File: src/rtl/imem_loader_pkg.sv
// Shared CPU package: instruction/PC widths and the loader state encoding
// used by the instruction memory writer.
package imem_loader_pkg;

   localparam int INSTR_W = 16;
   localparam int PC_W    = 8;
   localparam int BYTE_W  = 8;

   typedef enum logic [2:0] {
      S_IDLE  = 3'd0,
      S_COUNT = 3'd1,
      S_HI    = 3'd2,
      S_LO    = 3'd3,
      S_CHECK = 3'd4,
      S_DONE  = 3'd5,
      S_ERROR = 3'd6
   } loader_state_t;

   // States in which the byte stream is being consumed.
   function automatic logic is_loading(input loader_state_t s);
      return (s == S_COUNT) || (s == S_HI) || (s == S_LO) || (s == S_CHECK);
   endfunction

   // States from which a start pulse launches a new load.
   function automatic logic is_restartable(input loader_state_t s);
      return (s == S_IDLE) || (s == S_DONE) || (s == S_ERROR);
   endfunction

endpackage

File: src/rtl/imem_loader.sv
// Instruction memory loader: turns a checksummed byte frame into sequential
// big-endian 16-bit word writes and holds the core in reset until verified.
module imem_loader
   import imem_loader_pkg::*;
#(
   parameter int                ADDR_W    = PC_W,
   parameter logic [ADDR_W-1:0] BASE_ADDR = '0
) (
   input  logic                clk,
   input  logic                reset,
   input  logic                start,
   input  logic                in_valid,
   input  logic [BYTE_W-1:0]   in_data,
   output logic                in_ready,
   output logic                wr_en,
   output logic [ADDR_W-1:0]   wr_addr,
   output logic [INSTR_W-1:0]  wr_data,
   output logic                busy,
   output logic                done,
   output logic                error,
   output logic                cpu_hold
);

   loader_state_t state_q, state_d;

   logic [BYTE_W-1:0]  count_q, count_d;
   logic [BYTE_W-1:0]  idx_q, idx_d;
   logic [BYTE_W-1:0]  csum_q, csum_d;
   logic [BYTE_W-1:0]  hi_q, hi_d;
   logic               wr_en_q, wr_en_d;
   logic [ADDR_W-1:0]  wr_addr_q, wr_addr_d;
   logic [INSTR_W-1:0] wr_data_q, wr_data_d;
   logic               done_q, done_d;
   logic               error_q, error_d;
   logic               cpu_hold_q, cpu_hold_d;

   logic xfer;
   logic last_word;
   logic csum_ok;

   assign xfer      = in_valid && in_ready;
   assign last_word = ((idx_q + 8'd1) == count_q);
   assign csum_ok   = (in_data == csum_q);

   // ---------------------------------------------------------------------
   // FSM: state register
   // ---------------------------------------------------------------------
   // NOTE: sequential state is written with <= so every flop samples the
   // pre-edge value of the others, independent of statement order.
   always_ff @(posedge clk) begin
      if (reset) begin
         state_q <= S_IDLE;
      end else begin
         state_q <= state_d;
      end
   end

   // ---------------------------------------------------------------------
   // FSM: next-state logic
   // ---------------------------------------------------------------------
   // NOTE: every signal written in an always_comb gets a default first, so
   // no path through the case can leave it unassigned and infer a latch.
   always_comb begin
      state_d = state_q;
      unique case (state_q)
         S_IDLE, S_DONE, S_ERROR: begin
            if (start) state_d = S_COUNT;
         end
         S_COUNT: begin
            if (xfer) state_d = (in_data == '0) ? S_CHECK : S_HI;
         end
         S_HI: begin
            if (xfer) state_d = S_LO;
         end
         S_LO: begin
            if (xfer) state_d = last_word ? S_CHECK : S_HI;
         end
         S_CHECK: begin
            if (xfer) state_d = csum_ok ? S_DONE : S_ERROR;
         end
         default: state_d = S_IDLE;
      endcase
   end

   // ---------------------------------------------------------------------
   // FSM: outputs (status flags are registered alongside the state)
   // ---------------------------------------------------------------------
   always_comb begin
      in_ready   = is_loading(state_q);
      busy       = is_loading(state_q);
      done_d     = (state_d == S_DONE);
      error_d    = (state_d == S_ERROR);
      cpu_hold_d = (state_d != S_DONE);
   end

   // ---------------------------------------------------------------------
   // Datapath: word assembly, checksum, write port
   // ---------------------------------------------------------------------
   always_comb begin
      count_d   = count_q;
      idx_d     = idx_q;
      csum_d    = csum_q;
      hi_d      = hi_q;
      wr_en_d   = 1'b0;
      wr_addr_d = wr_addr_q;
      wr_data_d = wr_data_q;
      if (xfer) begin
         unique case (state_q)
            S_COUNT: begin
               count_d = in_data;
               csum_d  = in_data;
               idx_d   = '0;
            end
            S_HI: begin
               hi_d   = in_data;
               csum_d = csum_q ^ in_data;
            end
            S_LO: begin
               csum_d    = csum_q ^ in_data;
               wr_en_d   = 1'b1;
               // Address wraps modulo 2^ADDR_W by construction.
               wr_addr_d = BASE_ADDR + ADDR_W'(idx_q);
               wr_data_d = {hi_q, in_data};
               idx_d     = idx_q + 8'd1;
            end
            default: ;
         endcase
      end
   end

   // NOTE: reset clears only the loader's own registers; the instruction
   // memory behind the write port keeps whatever image was written.
   always_ff @(posedge clk) begin
      if (reset) begin
         count_q    <= '0;
         idx_q      <= '0;
         csum_q     <= '0;
         hi_q       <= '0;
         wr_en_q    <= 1'b0;
         wr_addr_q  <= BASE_ADDR;
         wr_data_q  <= '0;
         done_q     <= 1'b0;
         error_q    <= 1'b0;
         cpu_hold_q <= 1'b1;
      end else begin
         count_q    <= count_d;
         idx_q      <= idx_d;
         csum_q     <= csum_d;
         hi_q       <= hi_d;
         wr_en_q    <= wr_en_d;
         wr_addr_q  <= wr_addr_d;
         wr_data_q  <= wr_data_d;
         done_q     <= done_d;
         error_q    <= error_d;
         cpu_hold_q <= cpu_hold_d;
      end
   end

   assign wr_en    = wr_en_q;
   assign wr_addr  = wr_addr_q;
   assign wr_data  = wr_data_q;
   assign done     = done_q;
   assign error    = error_q;
   assign cpu_hold = cpu_hold_q;

endmodule
File: config.mk
export PLATFORM = sky130hd
export DESIGN_NAME = imem_loader
export DESIGN_NICKNAME = d
export VERILOG_FILES = /design/src/rtl/imem_loader_pkg.sv /design/src/rtl/imem_loader.sv
export SDC_FILE = /design/constraint.sdc
export NUM_CORES = 1
export LEC_CHECK = 0
export BUFFER_PORTS_ARGS = -buffer_cell sky130_fd_sc_hd__buf_2
export CORE_MARGIN = 1.5
export CORE_UTILIZATION = 35
export CTS_CLUSTER_SIZE = 25
export DETAILED_ROUTE_END_ITERATION = 8
export RECOVER_POWER = 25
export SYNTH_ARGS = -nofsm -noshare
export SYNTH_HDL_FRONTEND = slang
export SYNTH_SLANG_ARGS = --single-unit
File: constraint.sdc
create_clock -name clk -period 4 [get_ports clk]
set_clock_uncertainty 0.15 [all_clocks]
set_input_delay 0.6 -clock clk [delete_from_list [all_inputs] [get_ports clk]]
set_output_delay 0.6 -clock clk [all_outputs]
set_load 0.02 [all_outputs]
==> results of run 1 <==
## cells by family (layout without fill, tap and decap cells)
family / Yosys count / after routing / share of synthesized area [%]
muxes: 9 / 9 / 3.31
AOI/OAI and AO/OA: 63 / 63 / 13.3
buffers and inverters: 24 / 64 / 3.58
and+or+nand+nor: 152 / 152 / 23.7
adders and majority gates: 1 / 1 / 0.459
xor gates and xnor gates: 29 / 29 / 9.32
DFF: 63 / 63 / 46.3
## sequential cells by signal, indices dropped and copies added, names as in the netlist
signal and cells:
count_q 8, cpu_hold 1, csum_q 8, done 1, error 1, hi_q 8, idx_q 8, state_q 3
wr_addr 8, wr_data 16, wr_en 1
## power breakdown
part	internal, W	total, W	switching [W]
Clock	0.000431	0.000683	0.000252
Combinational	0.0000477	0.000125	0.0000772
Sequential	0.000643	0.000659	0.0000165
## cells in the final DEF, fill, tap and decap left out, types with 5 or more instances in the layout
cell type,Yosys,final
xnor2_1,18,18
buf_2,3,19
xor2_1,11,11
clkbuf_8,0,10
nand2_1,93,93
nor2_1,31,31
dfxtp_1,63,63
nand3_1,5,5
mux2i_1,9,9
a21oi_1,41,41
clkbuf_1,16,23
o21ai_0,8,8
## worst paths after layout
check / start / end / slack, ns
setup / recovery: idx_q[0] / cpu_hold / 1.37
hold / removal: wr_data[7] / wr_data[7] / 0.31
setup reg to reg: idx_q[0] / cpu_hold / 1.37
hold reg to reg: wr_data[7] / wr_data[7] / 0.31
## metal layers
metal	track usage [%]	part of all wire, %
met3	3.85	3.8
met1	20.3	47
met5	0	0
met2	24.2	48
met4	7.29	1.3
## worst register-to-register path: cells and delay by family (launching register included)
kind                       cells  cell delay, ns
DFF                            1            0.53
xor gates and xnor gates       1            0.21
buffers and inverters          1            0.08
adders and majority gates      1            0.39
and+or+nand+nor                3            0.71
AOI/OAI and AO/OA              2            0.45
## area by class of cell
class,count,share of cell area (%)
Timing Repair Buffer,44,6.23
Clock buffer,11,4.40
Multi-Input combinational cell,254,42.5
Inverter,4,0.467
Sequential cell,63,39.3
Clock inverter,5,3.27
Tap cell,99,3.86
## cells in the mapped netlist (2+ instances only)
library cell  instances  area, µm²
a311o_1               2       20.0
nor4_1                4       25.0
nand4_1               2       12.5
nand2_1              93        349
xor2_1               11       96.3
a21oi_1              41        205
inv_1                 4       15.0
mux2i_1               9       90.1
dfxtp_1              63       1260
nand2b_1              4       25.0
nor3_1                4       20.0
buf_2                 3       15.0
o21ai_0               8       40.0
nor2b_1               2       12.5
clkbuf_1             16       60.1
nor2_1               31        116
nand3_1               5       25.0
xnor2_1              18        158
o31ai_1               2       15.0
## metrics by stage
stage / instance area [µm²] / hold slack [ns] / worst slack [ns] / utilization, %
after floorplan: 2730 / 0.281 / 1.76 / -
after global placement: 2990 / 0.293 / 1.51 / 40.4
after detailed placement: 2990 / 0.296 / 1.43 / 40.4
after CTS: 3240 / 0.308 / 1.39 / 43.7
after global routing: 3210 / 0.326 / 1.22 / 43.4
final: 3210 / 0.305 / 1.37 / 43.4
==> results by group, run 1 <==
Routing
  • Residual DRC count: 0
  • WL final: about 6.4 mm
  • Vias per std cell: between 4 and 5
  • Avg WL per Cell: about 13 µm
  • Via Count: about 2400
  • 1st-iter DRT viols: 100
  • Pre-antenna DRT Iters: 4
  • Remaining antenna violation count after routing: 0

Layout
  • Multi-input logic area: ~0.0014 mm²
  • Final non-filler cell total: 480
  • Register area: between 0.001 and 0.0015 mm²
  • Fraction of layout cells with a size suffix above 1: 11.0%
  • Synth-to-layout area growth: 17.9%
  • Fill cells: slightly below 800
  • Antenna diodes: 0
  • Nets: between 300 and 400

Timing
  • Total negative setup slack: 0 ns
  • Final period utilization: around two thirds
  • Slew Viols, Final: 0
  • Fin. Hold Viols: 0
  • Peak Freq: about 380 MHz
  • RSZ-0062 raised after global routing: no
  • Worst Tran Pin Value: a little over 1 ns
  • Max transition margin: between 30% and 40%
  • Min Tclk post-route: roughly 2.6 ns
  • Final setup fails: 0

Critical path
  • Critical path class: flop to flop
  • CP Data Arrival Time: 2.71 ns
  • Worst Setup End Kind: flop
  • Worst path depth: 8
  • CP max FO: 8
  • Worst reg-to-reg path cell count: 8
  • Required time worst endpoint: between 4 and 5 ns
  • Worst path buffer plus inverter count: 1
  • Top delay family on crit path: simple AND/OR/NAND/NOR gates
  • Crit path cell chain: ha_1 > nand3_1 > xnor2_1 > o2111ai_1 > or4_4 > a311o_1 > inv_1 > nand2b_1
  • Slowest cell on crit path: dfxtp_1
  • Largest stage delay on the critical path: 0.53 ns
  • Startpoint Class: flop

Synth
  • Post-synthesis register bit count: 63
  • YS warnings: 0
  • Sequential area share after synthesis: a little under half
  • Mapped Nets: roughly 350
  • Post-Syn Instances: about 340
  • Asr flop ratio synth: 0%
  • Top FF cell, synth: dfxtp_1
  • Syn Area/Cell: ~8 µm²
  • Post-synth cell types: 38
  • Post-synth EDFFs: 0
  • Post-Synthesis Cell Area: ~0.0027 mm²

GRT
  • Largest net degree at the start of global routing: 46
  • Initial antenna violation count: 0
  • Grt total ovfl: 0
  • Number of global-route vias before repair: 2109
  • GRT Overall Usage: 15.6%
  • First-pass GRT wire length: a little over 10 mm

Hold path
  • HP Class: flop to flop
  • Hold depth: 2

CTS
  • Clk_lat worst skew: around 0.34 ns
  • Clk pin slew, worst setup/hold paths: 0.08 ns
  • Htree depth: 3
  • Post-CTS Hold Buffers: 0
  • CTS Sinks: 63
  • CTS resizes: 0
  • CTS max path bufs: 2
  • Setup bufs post-CTS: 0
  • TritonCTS clock tree: yes
  • CTS buffer count: 9
  • CTS root buf: clkbuf_8

Placement
  • Routability cong.: about 0.85
  • Placed Cells: 464
  • Post-detail-place hpwl: 4.37 mm
  • PortBufs: between 40 and 50

Floorplanning
  • Chip height: 91.2 µm
  • Ports: between 40 and 50
  • Die X: 91.2 µm
  • Initial core utilization: 36.8%
  • Die Footprint: between 0.008 and 0.009 mm²
  • Site Rows: 31
  • Core Box Area: roughly 0.0074 mm²

Pwr
  • Total power: between 0.001 and 0.0015 W
  • PD cells: 457 mW/mm²
  • P_leak: 1.18 nW
  • Peak supply drop: 0.186 mV

Outcome
  • Outcome: finished, final reports clean

Job
  • Max Cap Violations: 0
No activity file was read; power rests on OpenSTA's default activity.
==> run 2: changes to the inputs <==
==> constraint.sdc (replaced) <==
create_clock -name clk -period 2.1 [get_ports clk]
set_clock_uncertainty 0.15 [all_clocks]
set_input_delay 0.315 -clock clk [delete_from_list [all_inputs] [get_ports clk]]
set_output_delay 0.315 -clock clk [all_outputs]
set_load 0.02 [all_outputs]
==> results by group, run 2 (synthesis results as in run 1) <==
Timing
  • Fin. Hold Viols: 0 (unchanged)
  • Final period utilization: 100% (was 65.8%)
  • Worst Tran Pin Value: 0.461 ns (was 1.04 ns)
  • Setup ws final: -0.00340 ns (was 1.37 ns)
  • Min Tclk post-route: 2.10 ns (was 2.63 ns)
  • RSZ-0062 raised after global routing: yes (was no)
  • Slew Viols, Final: 0 (unchanged)
  • Final setup fails: 1 (was 0)
  • Peak Freq: 475 MHz (was 380 MHz)
  • Max transition margin: 69.2% (was 30.4%)

GRT
  • First-pass GRT wire length: 11.2 mm (was 10.3 mm)
  • Initial antenna violation count: 0 (unchanged)
  • GRT Overall Usage: 17.2% (was 15.6%)
  • Grt total ovfl: 0 (unchanged)
  • Largest net degree at the start of global routing: 44 (was 46)
  • Number of global-route vias before repair: 2308 (was 2109)

Placement
  • Placed Cells: 487 (was 464)
  • Pre-CTS WS: -0.0777 ns (was 1.43 ns)
  • Post-detail-place hpwl: 4.62 mm (was 4.37 mm)
  • Routability cong.: 0.894 (was 0.849)
  • PortBufs: 41 (unchanged)

Floorplanning
  • Ports: 42 (unchanged)
  • Initial core utilization: 36.8% (unchanged)
  • Site Rows: 31 (unchanged)
  • Die X: 91.2 µm (unchanged)
  • Die Footprint: 0.00832 mm² (unchanged)
  • Core Box Area: 0.00741 mm² (unchanged)
  • Chip height: 91.2 µm (unchanged)

CTS
  • Clk_lat worst skew: 0.35 ns (was 0.34 ns)
  • Setup bufs post-CTS: 0 (unchanged)
  • CTS buffer count: 9 (unchanged)
  • CTS max path bufs: 2 (unchanged)
  • Clk pin slew, worst setup/hold paths: 0.08 ns (about the same)
  • CTS root buf: clkbuf_8 (unchanged)
  • TritonCTS clock tree: yes (unchanged)
  • CTS Sinks: 63 (unchanged)
  • Post-CTS Hold Buffers: 0 (unchanged)
  • Htree depth: 3 (unchanged)

Critical path
  • Required time worst endpoint: 2.18 ns (was 4.07 ns)
  • CP Data Arrival Time: 2.19 ns (was 2.71 ns)
  • Crit path cell chain: and4_4 > nand4_1 > xnor2_1 > or4_4 > a311o_1 > inv_1 > nand2b_1 (was ha_1 > nand3_1 > xnor2_1 > o2111ai_1 > or4_4 > a311o_1 > inv_1 > nand2b_1)
  • Slowest cell on crit path: or4_4 (was dfxtp_1)
  • Top delay family on crit path: simple AND/OR/NAND/NOR gates (unchanged)
  • Worst Setup End Kind: flop (unchanged)
  • Critical path class: flop to flop (unchanged)
  • Largest stage delay on the critical path: 0.52 ns (was 0.53 ns)
  • Worst path buffer plus inverter count: 1 (unchanged)
  • Startpoint Class: flop (unchanged)
  • CP max FO: 5 (was 8)

Job
  • Max Cap Violations: 0 (unchanged)

Routing
  • Avg WL per Cell: 13.3 µm (about the same)
  • Pre-antenna DRT Iters: 6 (was 4)
  • DR WL met2: 3.19 mm (was 3.04 mm)
  • WL met3: 178 µm (was 245 µm)
  • Residual DRC count: 0 (unchanged)
  • Highest Signal Layer: met4 (unchanged)
  • 1st-iter DRT viols: 125 (was 100)
  • Vias per std cell: 4.81 (was 4.94)
  • Via Count: 2420 (was 2372)
  • WL final: 6.69 mm (was 6.37 mm)
  • Remaining antenna violation count after routing: 0 (unchanged)
  • WL met1: 3.18 mm (was 3.00 mm)

Layout
  • Synth-to-layout area growth: 24.7% (was 17.9%)
  • Commonest non-fill, non-tap cell in the layout: nand2_1 (unchanged)
  • Fraction of layout cells with a size suffix above 1: 17.8% (was 11.0%)
  • Antenna diodes: 0 (unchanged)
  • Multi-input logic area: 0.00139 mm² (was 0.00137 mm²)
  • Final non-filler cell total: 503 (was 480)
  • Fill cells: 755 (was 772)
  • Layout Utilization: 45.9% (was 43.4%)
  • Register area: 0.00127 mm² (was 0.00126 mm²)
  • Nets: 412 (was 389)
  • Largest register FFs: 16 (unchanged)
  • Most frequent cells in the layout: nand2_1 (93), dfxtp_1 (60), a21oi_1 (41) (was nand2_1 (93), dfxtp_1 (63), a21oi_1 (41))

Pwr
  • PD cells: 785 mW/mm² (was 457 mW/mm²)
  • Peak supply drop: 0.457 mV (was 0.186 mV)
  • Total power: 0.00267 W (was 0.00147 W)
  • P_leak: 1.29 nW (was 1.18 nW)

Outcome
  • Outcome: finished, violations left (was finished, final reports clean)
  • Violated checks: negative setup slack

Hold path
  • HP Class: input port to flop (was flop to flop)
==> run 2: worst paths after layout <==
check	start	end	slack (ns)	depth (start not counted)
min	in_data[1]	wr_data[1]	0.11	3
min reg2reg	wr_addr[4]	wr_addr[4]	0.30	2
max	idx_q[3]	cpu_hold	-0.003	7
max reg2reg	idx_q[3]	cpu_hold	-0.003	7
==> run 2: per-stage QoR <==
stage | setup TNS, ns | instance area (µm²) | hold WS [ns]
2_1_floorplan | -0.0488 | 2740 | 0.281
3_3_place_gp | -0.0233 | 3190 | 0.293
3_5_place_dp | -0.0803 | 3190 | 0.295
4_1_cts | -0.0272 | 3410 | 0.0988
5_1_grt | -0.239 | 3400 | 0.125
6_report | -0.00340 | 3400 | 0.113
==> run 2: area by class of cell <==
cell class	count	share of cell area, %
Multi-Input combinational cell	254	41.0
Sequential cell	63	37.3
Timing Repair Buffer	67	11.4
Clock buffer	10	3.76
Tap cell	99	3.65
Clock inverter	6	2.50
Inverter	4	0.442
==> run 2: power breakdown <==
group,internal [W],switching (W)
Sequential,0.00122,0.0000242
Clock,0.000664,0.000485
Combinational,0.000110,0.000161
Total,0.00200,0.000671
==> run 2: worst min-delay path, cell delays in order <==
cell     delay, ns
buf_2         0.14
nand2_1       0.06
a21oi_1       0.05
==> run 2: per-layer routing <==
| layer | up-vias | track usage [%] |
|---|---|---|
| li1 | 1243 | - |
| met1 | 1126 | 21.6 |
| met2 | 40 | 27.6 |
| met3 | 11 | 3.85 |
| met4 | 0 | 8.20 |
| met5 | - | 0 |
==> run 2: timing repair <==
item	in CTS	in global routing
cloned	0	0
resized for setup	3	3
pin swaps	0	2
setup endpoints to repair	4	5
==> run 3: changes to the inputs <==
==> constraint.sdc (replaced) <==
create_clock -name clk -period 1.96 [get_ports clk]
set_clock_uncertainty 0.15 [all_clocks]
set_input_delay 0.294 -clock clk [delete_from_list [all_inputs] [get_ports clk]]
set_output_delay 0.294 -clock clk [all_outputs]
set_load 0.02 [all_outputs]
==> results by group, run 3 (synthesis results as in run 1) <==
Critical path
  • CP max FO: 5 (unchanged)
  • Slowest cell on crit path: or4_4 (unchanged)
  • Worst Setup End Kind: flop (unchanged)
  • Startpoint Class: flop (unchanged)
  • CP Data Arrival Time: 2.19 ns (about the same)
  • Required time worst endpoint: 2.04 ns (was 2.18 ns)
  • Critical path class: flop to flop (unchanged)
  • Largest stage delay on the critical path: 0.52 ns (about the same)
  • Crit path cell chain: and4_4 > nand4_1 > xnor2_1 > or4_4 > a311o_1 > inv_1 > nand2b_1 (unchanged)

Placement
  • Pre-CTS WS: -0.200 ns (was -0.0777 ns)
  • Placed Cells: 500 (was 487)
  • PortBufs: 41 (unchanged)
  • Post-detail-place hpwl: 4.80 mm (was 4.62 mm)
  • Routability cong.: 0.794 (was 0.894)

Routing
  • Remaining antenna violation count after routing: 0 (unchanged)
  • 1st-iter DRT viols: 142 (was 125)
  • Pre-antenna DRT Iters: 4 (was 6)
  • Avg WL per Cell: 13.3 µm (about the same)
  • WL final: 6.92 mm (was 6.69 mm)
  • Vias per std cell: 4.84 (was 4.81)
  • Via Count: 2517 (was 2420)
  • Residual DRC count: 0 (unchanged)

Timing
  • RSZ-0062 raised after global routing: yes (unchanged)
  • Final setup fails: 5 (was 1)
  • Max transition margin: 63.4% (was 69.2%)
  • Min Tclk post-route: 2.12 ns (was 2.10 ns)
  • Slew Viols, Final: 0 (unchanged)
  • Fin. Hold Viols: 0 (unchanged)
  • Setup ws final: -0.157 ns (was -0.00340 ns)
  • Final period utilization: 108% (was 100%)
  • Worst Tran Pin Value: 0.550 ns (was 0.461 ns)
  • Peak Freq: 472 MHz (was 475 MHz)

CTS
  • CTS buffer count: 9 (unchanged)
  • Clk_lat worst skew: 0.34 ns (was 0.35 ns)
  • CTS Sinks: 63 (unchanged)
  • Clk pin slew, worst setup/hold paths: 0.07 ns (was 0.08 ns)
  • CTS max path bufs: 2 (unchanged)
  • CTS root buf: clkbuf_8 (unchanged)
  • TritonCTS clock tree: yes (unchanged)
  • Htree depth: 3 (unchanged)

GRT
  • Initial antenna violation count: 0 (unchanged)
  • M1 GR Usage: 23.1% (was 21.6%)
  • Grt total ovfl: 0 (unchanged)
  • First-pass GRT wire length: 11.7 mm (was 11.2 mm)
  • Number of global-route vias before repair: 2435 (was 2308)
  • GRT Overall Usage: 17.7% (was 17.2%)
  • Largest net degree at the start of global routing: 51 (was 44)
  • GRT met3 Usage: 3.77% (was 3.85%)
  • Met2 global-route usage: 28.2% (was 27.6%)
  • GR peak layer: met2 (unchanged)

Layout
  • Nets: 429 (was 412)
  • Synth-to-layout area growth: 29.2% (was 24.7%)
  • Commonest non-fill, non-tap cell in the layout: nand2_1 (unchanged)
  • Fraction of layout cells with a size suffix above 1: 23.0% (was 17.8%)
  • Most frequent cells in the layout: nand2_1 (93), dfxtp_1 (55), buf_4 (41) (was nand2_1 (93), dfxtp_1 (60), a21oi_1 (41))
  • Antenna diodes: 0 (unchanged)
  • Final non-filler cell total: 520 (was 503)
  • Largest register FFs: 16 (unchanged)

Outcome
  • Violated checks: negative setup slack (unchanged)
  • Outcome: finished, violations left (unchanged)

Floorplanning
  • Core Box Area: 0.00741 mm² (unchanged)
  • Chip height: 91.2 µm (unchanged)
  • Die X: 91.2 µm (unchanged)
  • Initial core utilization: 36.8% (unchanged)
  • Ports: 42 (unchanged)
  • Site Rows: 31 (unchanged)
  • Die Footprint: 0.00832 mm² (unchanged)

Hold path
  • HP Class: input port to flop (unchanged)

Job
  • Max Cap Violations: 0 (unchanged)

Pwr
  • P_leak: 1.36 nW (was 1.29 nW)
  • Peak supply drop: 0.311 mV (was 0.457 mV)
  • PD cells: 749 mW/mm² (was 785 mW/mm²)
run 3: power breakdown:
part           switching, W  internal (W)
Combinational      0.000173      0.000133
Sequential        0.0000306       0.00131
Clock              0.000533      0.000458
run 3: worst paths after layout:
kind                                  from          end  slack, ns  cells after the start
worst max-delay path              idx_q[3]     cpu_hold      -0.16                      7
worst min-delay path            in_data[3]   count_q[3]       0.11                      3
worst max register to register    idx_q[3]     cpu_hold      -0.16                      7
worst min register to register     hi_q[4]  wr_data[12]       0.30                      2
run 3: cell type report:
cell class                 count  area [µm²]
sequential                    63        1280
multi-input combinational    254        1420
tap                           99         124
fill                         755        3890
clock buffer                   9         124
inverter                       4        15.0
timing repair buffer          84         517
clock inverter                 7        48.8
run 3: layer usage:
| layer | wire length, µm | share of wire, % | vias up |
|---|---|---|---|
| li1 | - | - | 1279 |
| met1 | 3340 | 48 | 1172 |
| met2 | 3210 | 46 | 55 |
| met3 | 257 | 3.7 | 11 |
| met4 | 113 | 1.6 | 0 |
| met5 | 0 | 0 | - |
run 3: worst max-delay path: cells and delay by family (launching register included):
kind / cells / cell delay [ns]
XOR/XNOR: 1 / 0.16
flip-flops: 1 / 0.38
AO/OA/AOI/OAI: 1 / 0.31
AND/OR/NAND/NOR: 4 / 0.92
buffers and inverters: 1 / 0.08
run 3: what timing repair did:
| action | 4_1_cts | 5_1_grt |
|---|---|---|
| pin swaps | 1 | 0 |
| resized for setup | 4 | 8 |
| setup buffers | 4 | 0 |
| setup endpoints to repair | 5 | 9 |
| hold buffers | 0 | 0 |
run 3: through the flow:
| stage | setup TNS (ns) | utilization, % | area (µm²) | hold slack [ns] | power [W] |
|---|---|---|---|---|---|
| 3_5_place_dp | -0.691 | 44.6 | 3300 | 0.293 | 0.00167 |
| 3_3_place_gp | -0.501 | 44.6 | 3300 | 0.289 | 0.00166 |
| 4_1_cts | -0.605 | 47.5 | 3520 | 0.0950 | 0.00265 |
| 5_1_grt | -1.08 | 47.5 | 3520 | 0.112 | 0.00276 |
| 2_1_floorplan | -0.355 | - | 2760 | 0.280 | 0.00156 |
| 6_report | -0.534 | 47.5 | 3520 | 0.106 | 0.00264 |
